<file path="config.mk">
export PLATFORM = sky130hd
export DESIGN_NAME = sparsity_mask
export DESIGN_NICKNAME = d
export VERILOG_FILES = /design/src/rtl/sparsity_mask_pkg.sv /design/src/rtl/sparsity_mask_combine.sv /design/src/rtl/sparsity_mask.sv
export SDC_FILE = /design/constraint.sdc
export NUM_CORES = 1
export LEC_CHECK = 0
export BUFFER_PORTS_ARGS = -buffer_cell sky130_fd_sc_hd__buf_2
export CAP_MARGIN = 10
export CORE_MARGIN = 1.5
export CORE_UTILIZATION = 45
export CTS_BUF_LIST = sky130_fd_sc_hd__clkbuf_2
export CTS_CLUSTER_SIZE = 28
export DETAILED_ROUTE_END_ITERATION = 6
export PLACE_DENSITY = 0.66
export SLEW_MARGIN = 20
export SYNTH_ARGS = -nofsm -noshare
export SYNTH_HDL_FRONTEND = slang
export SYNTH_SLANG_ARGS = --single-unit
</file>
<file path="constraint.sdc">
create_clock -name clk -period 6.9 [get_ports clk]
set_input_delay 1.035 -clock clk [delete_from_list [all_inputs] [get_ports clk]]
set_output_delay 1.035 -clock clk [all_outputs]
set_load 0.02 [all_outputs]
</file>
<file path="src/rtl/sparsity_mask_pkg.sv">
// Shared definitions for the sparsity mask unit.
//   state_t   : transaction FSM encoding (2'b11 is unused/illegal)
//   LENGTH    : default mask width
//   popcount  : population count, used only when MASK_POPCOUNT_EN is defined
package sparsity_mask_pkg;

  typedef enum logic [1:0] {
    IDLE    = 2'b00,
    COMPUTE = 2'b01,
    DONE    = 2'b10
  } state_t;

  localparam int LENGTH = 32;

  // Widest mask the popcount helper accepts; narrower masks are zero-extended.
  localparam int POP_MAX_W = 1024;

  function automatic logic [31:0] popcount(input logic [POP_MAX_W-1:0] v);
    logic [31:0] n;
    n = '0;
    for (int k = 0; k < POP_MAX_W; k++) begin
      n = n + {31'd0, v[k]};
    end
    return n;
  endfunction

endpackage

</file>
<file path="src/rtl/sparsity_mask_combine.sv">
// mask_combine: purely combinational split of two nonzero masks.
//   a, b    : input masks (1 = nonzero)
//   both    : a & b        (effectual pairs)
//   a_only  : both ^ a     (= a & ~b)
//   b_only  : both ^ b     (= b & ~a)
// Every bit is independent; the three outputs are pairwise disjoint and
// their union equals a | b.
module mask_combine #(
  parameter int length = 32
) (
  input  logic [length-1:0] a,
  input  logic [length-1:0] b,
  output logic [length-1:0] both,
  output logic [length-1:0] a_only,
  output logic [length-1:0] b_only
);

  assign both   = a & b;
  assign a_only = both ^ a;
  assign b_only = both ^ b;

endmodule

</file>
<file path="src/rtl/sparsity_mask.sv">
// sparsity_mask: captures an activation and a weight nonzero mask, then
// produces registered effectual-pair and residue masks under a
// ready/taken handshake.
//   clk, reset    : rising-edge clock, asynchronous active-high reset
//   i_mask/w_mask : activation / weight nonzero masks
//   input_ready   : start pulse, honoured only in IDLE
//   output_taken  : result acknowledge, honoured only in DONE
//   o_mask        : i & w
//   xor_i_mask    : i & ~w
//   xor_w_mask    : w & ~i
//   state         : current FSM state (IDLE / COMPUTE / DONE)
//   o_count       : popcount of o_mask, present only with MASK_POPCOUNT_EN
// Results appear with state == DONE, two edges after input_ready is
// sampled, and hold until the next COMPUTE.
module sparsity_mask
  import sparsity_mask_pkg::*;
#(
  parameter int length = LENGTH
) (
  input  logic              clk,
  input  logic              reset,
  input  logic [length-1:0] i_mask,
  input  logic [length-1:0] w_mask,
  input  logic              input_ready,
  input  logic              output_taken,
  output logic [length-1:0] o_mask,
  output logic [length-1:0] xor_i_mask,
  output logic [length-1:0] xor_w_mask,
  output logic [1:0]        state
`ifdef MASK_POPCOUNT_EN
  ,
  output logic [$clog2(length+1)-1:0] o_count
`endif
);

  state_t            state_q, state_d;
  logic              capture, compute;
  logic [length-1:0] i_mask_p0, w_mask_p0;
  logic [length-1:0] and_c, xor_i_c, xor_w_c;

  assign state = state_q;

  always_ff @(posedge clk or posedge reset) begin
    if (reset) state_q <= IDLE;
    else       state_q <= state_d;
  end

  // Comparing against a literal 1 keeps X/Z on the handshakes from
  // starting or closing a transaction in simulation.
  always_comb begin
    state_d = state_q;
    capture = 1'b0;
    compute = 1'b0;
    case (state_q)
      IDLE: begin
        if (input_ready == 1'b1) begin
          capture = 1'b1;
          state_d = COMPUTE;
        end
      end
      COMPUTE: begin
        compute = 1'b1;
        state_d = DONE;
      end
      DONE: begin
        if (output_taken == 1'b1) state_d = IDLE;
      end
      default: state_d = IDLE;
    endcase
  end

  // Stage p0: captured operand masks
  always_ff @(posedge clk or posedge reset) begin
    if (reset) begin
      i_mask_p0 <= '0;
      w_mask_p0 <= '0;
    end else if (capture) begin
      i_mask_p0 <= i_mask;
      w_mask_p0 <= w_mask;
    end
  end

  mask_combine #(.length(length)) u_combine (
    .a      (i_mask_p0),
    .b      (w_mask_p0),
    .both   (and_c),
    .a_only (xor_i_c),
    .b_only (xor_w_c)
  );

  // Stage p1: result masks, written only in COMPUTE
  always_ff @(posedge clk or posedge reset) begin
    if (reset) begin
      o_mask     <= '0;
      xor_i_mask <= '0;
      xor_w_mask <= '0;
    end else if (compute) begin
      o_mask     <= and_c;
      xor_i_mask <= xor_i_c;
      xor_w_mask <= xor_w_c;
    end
  end

`ifdef MASK_POPCOUNT_EN
  localparam int CW = $clog2(length+1);

  logic [POP_MAX_W-1:0] and_ext;

  assign and_ext = POP_MAX_W'(and_c);

  always_ff @(posedge clk or posedge reset) begin
    if (reset)        o_count <= '0;
    else if (compute) o_count <= CW'(popcount(and_ext));
  end
`endif

endmodule

</file>
==> results.json, run 1 <==
{
  "status": "completed",
  "die_w_um": 124.6,
  "path_class": "flip-flop to flip-flop",
  "overflow": 0,
  "ys_types": 13,
  "drtPass1Iterations": 4,
  "final_cell_area_um2": 7874,
  "yosysTopAreaCell": "dfrtp_1",
  "antenna_found_initial": 2,
  "final_max_slew_viol_count": 0,
  "multi_input_area_um2": 2326,
  "tns_ns": 0,
  "numCtsBuffers": 17,
  "power_density_nw_per_um2": 459.6,
  "hold-worst-slack_ns": 0.4182,
  "start_util_pct": 45.96,
  "synth_top_area_share_pct": 60.93,
  "cts_setup_buffers": 0,
  "place_area_um2": 7587,
  "cts_hold_buffers": 0,
  "fmax_mhz": 361.3,
  "cts_tree": "done",
  "layout_commonest_cell": "buf_2",
  "cts.clk_slew.worst_paths_ns": 0.21,
  "cp.arrival_ns": 3.35,
  "synthCells": 473,
  "layout_common_cells": "buf_2 (165), dfrtp_1 (162), mux2_2 (79), nor2b_1 (64), mux2_1 (49)",
  "syn-cell-area_um2": 6654,
  "rows": 44,
  "dieArea_um2": 15530,
  "instances_no_fill": 839,
  "hold_viol": 0,
  "final_nets": 710,
  "gp_congestion": 0.7319,
  "fin_worst_skew_ns": 0.02942,
  "slew-limit-headroom_pct": 34.53,
  "die_h_um": 124.6,
  "setup_violations": 0,
  "layout-drive-gt1-share_pct": 42.66,
  "cap_viol_max_count": 0,
  "ys_ff_latch": 162,
  "dp.cells": 807,
  "fin_crit_sh_pct": 40.11,
  "hp-class": "input pin to asynchronous set/reset pin",
  "wl_per_cell_um": 14.53,
  "final-seq-area_um2": 4054,
  "critPathBufInv": 1,
  "vias_per_cell": 4.727,
  "synth_area_leaders": "dfrtp_1 (61%), mux2_2 (13%), mux2_1 (8.3%), nor2b_1 (6.1%), mux2i_1 (4.8%)",
  "area_growth_pct": 18.33,
  "grt_max_degree": 85,
  "place_hpwl_mm": 8.389,
  "fin_crit_ns": 2.768,
  "htree_num_levels": 4,
  "post_cts_resize_count": 0,
  "critPathMaxFanout": 68,
  "yosysSeqAreaShare_pct": 60.93,
  "cp_top_family": "buffers and inverters",
  "ios": 166,
  "p_leak_nw": 3.906,
  "required_ns": 7.48,
  "cp_slowest_stage_delay_ns": 0.86,
  "core_area_um2": 14480,
  "drc": 0,
  "rsz0062_at_grt": "no",
  "slowest_stage": "buf_4",
  "syn-num-nets": 541,
  "tightest_slew_ns": 0.9820,
  "drt-total-wl_mm": 12.19,
  "clk_latency_ns": 0.69,
  "clockBufferDepth": 2,
  "p_total_mw": 3.619,
  "track_usage_pct": 16.86,
  "worst_setup_path_start_kind": "flip-flop",
  "vias": 3966,
  "postRouteAntennaNets": 0,
  "grt_pass1_wl_mm": 20.64,
  "cts_sinks": 162,
  "synth_warnings": 0,
  "clockRootBuffer": "clkbuf_2",
  "fillers": 1285,
  "crit_chain": "nor2b_4 > buf_4 > mux2_2",
  "portBuffers": 165,
  "syn_area_per_cell_um2": 14.07,
  "drtIter0Drc": 144,
  "vdd_ir_drop_max_v": 0.0002951,
  "endpoint_kind": "flip-flop",
  "grt_pass1_vias": 4087
}
-- through the flow --
| step | utilization [%] | setup slack [ns] |
|---|---|---|
| 2_1_floorplan | - | 1.488 |
| 3_3_place_gp | 52.40 | 4.184 |
| 3_5_place_dp | 52.40 | 4.090 |
| 4_1_cts | 54.36 | 4.077 |
| 5_1_grt | 54.38 | 3.935 |
| 6_report | 54.38 | 4.132 |
-- registers in the layout, indices dropped and copies added, names as in the netlist --
name        cells
o_mask         32
xor_i_mask     32
xor_w_mask     32
state           2
w_mask_p0      32
i_mask_p0      32
-- path summary, 6_finish.rpt --
check                                                start                         end  slack, ns  cells past startpoint
max in group asynchronous                            reset   w_mask_p0[19]$_DFFE_PP0P_       4.93                      3
worst min register to register  xor_w_mask[15]$_DFFE_PP0N_  xor_w_mask[15]$_DFFE_PP0N_       0.53                      1
worst max register to register        state[0]$_DFFE_PP0P_   xor_w_mask[8]$_DFFE_PP0N_       4.13                      3
worst max-delay path                  state[0]$_DFFE_PP0P_   xor_w_mask[8]$_DFFE_PP0N_       4.13                      3
min in group clk                xor_w_mask[15]$_DFFE_PP0N_  xor_w_mask[15]$_DFFE_PP0N_       0.53                      1
worst min-delay path                                 reset      o_mask[18]$_DFFE_PP0N_       0.42                      2
-- kinds of logic (layout without fill, tap and decap cells) --
kind of cell	count (synthesis)	count (layout)	share of synthesized area (%)
other	0	1	0
AO/OA/AOI/OAI	1	1	0.1129
buffers and inverters	51	232	4.325
multiplexers	160	160	26.48
AND/OR/NAND/NOR	99	99	8.161
flip-flops	162	162	60.93
-- Yosys cell counts (all sizes together) --
| cell type | n |
|---|---|
| dfrtp | 162 |
| mux2i | 32 |
| nor2 | 1 |
| inv | 33 |
| mux2 | 128 |
| buf | 18 |
| a21o | 1 |
| nand2 | 32 |
| nor2b | 65 |
| nor3b | 1 |
-- cell type report --
type                    instances  area share [%]
flip-flops and latches        162           51.49
multi-input cells             260           29.54
repair buffers                168           10.77
well taps                     184           2.924
clock inverters                12           2.399
inverters                      33           1.637
clock buffers                  19           1.208
diodes                          1         0.03178
-- metal layers --
metal,routed length (um),up-vias,global-route usage (%)
met1,5393,1946,21.54
li1,-,1910,-
met4,191,2,6.761
met3,656,16,5.284
met5,12,-,0
met2,5940,92,26.79
-- where the power goes --
| part | switching, mW | internal (mW) |
|---|---|---|
| Combinational | 0.726 | 0.669 |
| Sequential | 0.281 | 1.36 |
| Clock | 0.309 | 0.272 |
| Total | 1.32 | 2.30 |
No activity file was read; power rests on OpenSTA's default activity.
==> inputs of run 2 (changes only) <==
--- a/config.mk
+++ b/config.mk
@@ -12,7 +12,7 @@
 export CTS_BUF_LIST = sky130_fd_sc_hd__clkbuf_2
 export CTS_CLUSTER_SIZE = 28
 export DETAILED_ROUTE_END_ITERATION = 6
-export PLACE_DENSITY = 0.66
+export PLACE_DENSITY = 0.69
 export SLEW_MARGIN = 20
 export SYNTH_ARGS = -nofsm -noshare
 export SYNTH_HDL_FRONTEND = slang
==> constraint.sdc (replaced) <==
create_clock -name clk -period 2.44 [get_ports clk]
set_input_delay 0.366 -clock clk [delete_from_list [all_inputs] [get_ports clk]]
set_output_delay 0.366 -clock clk [all_outputs]
set_load 0.02 [all_outputs]
==> run 2 against run 1 <==
Clock skew decreased by 0.0094 ns. Cell count increased by 8.2%. Clock power increased by 130%. Via count increased by 7.5%. Sequential power increased to 2.8 times the previous value. Combinational power increased to 2.9 times the previous value. Sequential share of layout area decreased by 3.9 points. Critical path depth decreased by 2. Largest power group unchanged. Highest routed layer is now met4.
==> results.json, run 2 (synthesis gave the netlist of run 1 again) <==
{
  "status": "completed",
  "required_ns": 2.07,
  "critPathBufInv": 1,
  "worstHoldStart": "input_ready",
  "clockRootBuffer": "clkbuf_2",
  "r2r_end": "xor_i_mask[18]$_DFFE_PP0N_",
  "dieArea_um2": 15530,
  "ios": 166,
  "switchingPower_mw": 3.772,
  "worst_setup_path_start_kind": "flip-flop",
  "layout_commonest_cell": "buf_2",
  "rows": 44,
  "final_nets": 778,
  "cap_viol_max_count": 0,
  "cp_slowest_stage_delay_ns": 0.52,
  "vias": 4262,
  "htree_num_levels": 4,
  "drtPass1Iterations": 4,
  "p_leak_nw": 4.157,
  "timing.rr.start": "state[0]$_DFFE_PP0P_",
  "fmax_mhz": 558.0,
  "fin_crit_sh_pct": 73.45,
  "vias_per_cell": 4.694,
  "hold-worst-slack_ns": 0.2876,
  "drt-total-wl_mm": 13.03,
  "cts_sinks": 162,
  "place_hpwl_mm": 8.310,
  "vdd_ir_drop_max_v": 0.0006292,
  "cts.clk_slew.worst_paths_ns": 0.20,
  "cp_top_family": "flip-flops",
  "slew-limit-headroom_pct": 60.16,
  "rsz0062_at_grt": "no",
  "final_util_pct": 58.81,
  "slowest_stage": "dfrtp_1",
  "critPathMaxFanout": 4,
  "p_total_mw": 10.06,
  "start_util_pct": 45.96,
  "die_h_um": 124.6,
  "grt_pass1_vias": 4541,
  "antenna_found_initial": 2,
  "cts_tree": "done",
  "layout-drive-gt1-share_pct": 38.64,
  "overflow": 0,
  "hold_viol": 0,
  "rrSetupSlack_ns": 0.72,
  "power_density_nw_per_um2": 1181,
  "drtIter0Drc": 167,
  "track_usage_pct": 18.08,
  "hold_depth": 3,
  "area_growth_pct": 27.98,
  "hp-class": "input pin to flip-flop",
  "hold-path-endpoint": "state[0]$_DFFE_PP0P_",
  "clk_latency_ns": 0.68,
  "die_w_um": 124.6,
  "core_area_um2": 14480,
  "tightest_slew_ns": 0.5976,
  "endpoint_kind": "output port",
  "numCtsBuffers": 17,
  "gp_congestion": 0.7314,
  "fin_crit_ns": 1.792,
  "power.internal_mw": 6.288,
  "final_cell_area_um2": 8516,
  "swShare_pct": 37.49,
  "r2r_cells": 3,
  "clockBufferDepth": 2,
  "p_comb_share_pct": 40.5,
  "final_max_slew_viol_count": 0,
  "crit_chain": "buf_2",
  "setup_violations": 0,
  "wl_per_cell_um": 14.35,
  "grt_pass1_wl_mm": 22.39,
  "power_frac_clock_pct": 13.2,
  "layout_common_cells": "buf_2 (165), dfrtp_1 (162), mux2_2 (79), dlygate4sd3_1 (66), nor2b_1 (64)",
  "drc": 0,
  "postRouteAntennaNets": 0,
  "tns_ns": 0,
  "grt_max_degree": 98,
  "path_class": "flip-flop to output port",
  "portBuffers": 165,
  "fin_worst_skew_ns": 0.01997,
  "power_frac_seq_pct": 46.3,
  "place_area_um2": 7639,
  "cp.arrival_ns": 1.43
}
run 2: cell types whose count changed in the layout (fill, tap and decap cells not counted), sizes merged:
cell	previous run	this run
dlygate4sd3	0	66
buf	168	170
clkinvlp	1	4
diode	1	2
bufinv	5	2
run 2: power groups by stage:
stage	registers [mW]	clock network (mW)	logic, mW
final	4.65	1.33	4.08
after global routing	4.87	1.53	4.42
after CTS	4.66	1.42	4.13
after detailed placement	4.72	0	4.04
after global placement	4.65	0	3.92
after floorplan	5.35	0	2.24
run 2: per-layer routing:
layer	GRT usage, %	part of all wire [%]
met2	29.64	50
met1	22.39	43
met5	0	0
met3	5.756	5.3
met4	6.829	1.8
run 2: stage by stage:
step           instances  worst slack [ns]
2_1_floorplan        473           0.01718
3_3_place_gp         809            0.8294
3_5_place_dp         809            0.7711
4_1_cts              906            0.5470
5_1_grt              908            0.4876
6_report             908            0.6478
run 2: worst max path at each step:
stage                                     from                         end  slack (ns)  cells past startpoint
after floorplan                          reset    i_mask_p0[0]$_DFFE_PP0P_        0.02                      1
after global placement    state[0]$_DFFE_PP0P_  xor_i_mask[24]$_DFFE_PP0N_        0.83                      3
after detailed placement  state[0]$_DFFE_PP0P_  xor_i_mask[16]$_DFFE_PP0N_        0.77                      3
after CTS                 state[1]$_DFFE_PP0P_                    state[1]        0.55                      1
after global routing      state[1]$_DFFE_PP0P_                    state[1]        0.49                      1
final                     state[1]$_DFFE_PP0P_                    state[1]        0.65                      1
run 2: what timing repair did:
item,in CTS,in global routing
hold endpoints to repair,227,0
gates resized for setup,0,0
hold buffers,66,0
setup buffers,0,0
run 2: final cells by class:
type,count,area [um2]
clock buffers,19,95.09
diodes,2,5.005
fillers,1185,5963
flip-flops and latches,162,4054
repair buffers,236,1562
clock inverters,12,116.4
well taps,184,230.2
multi-input cells,260,2326
inverters,33,127.6
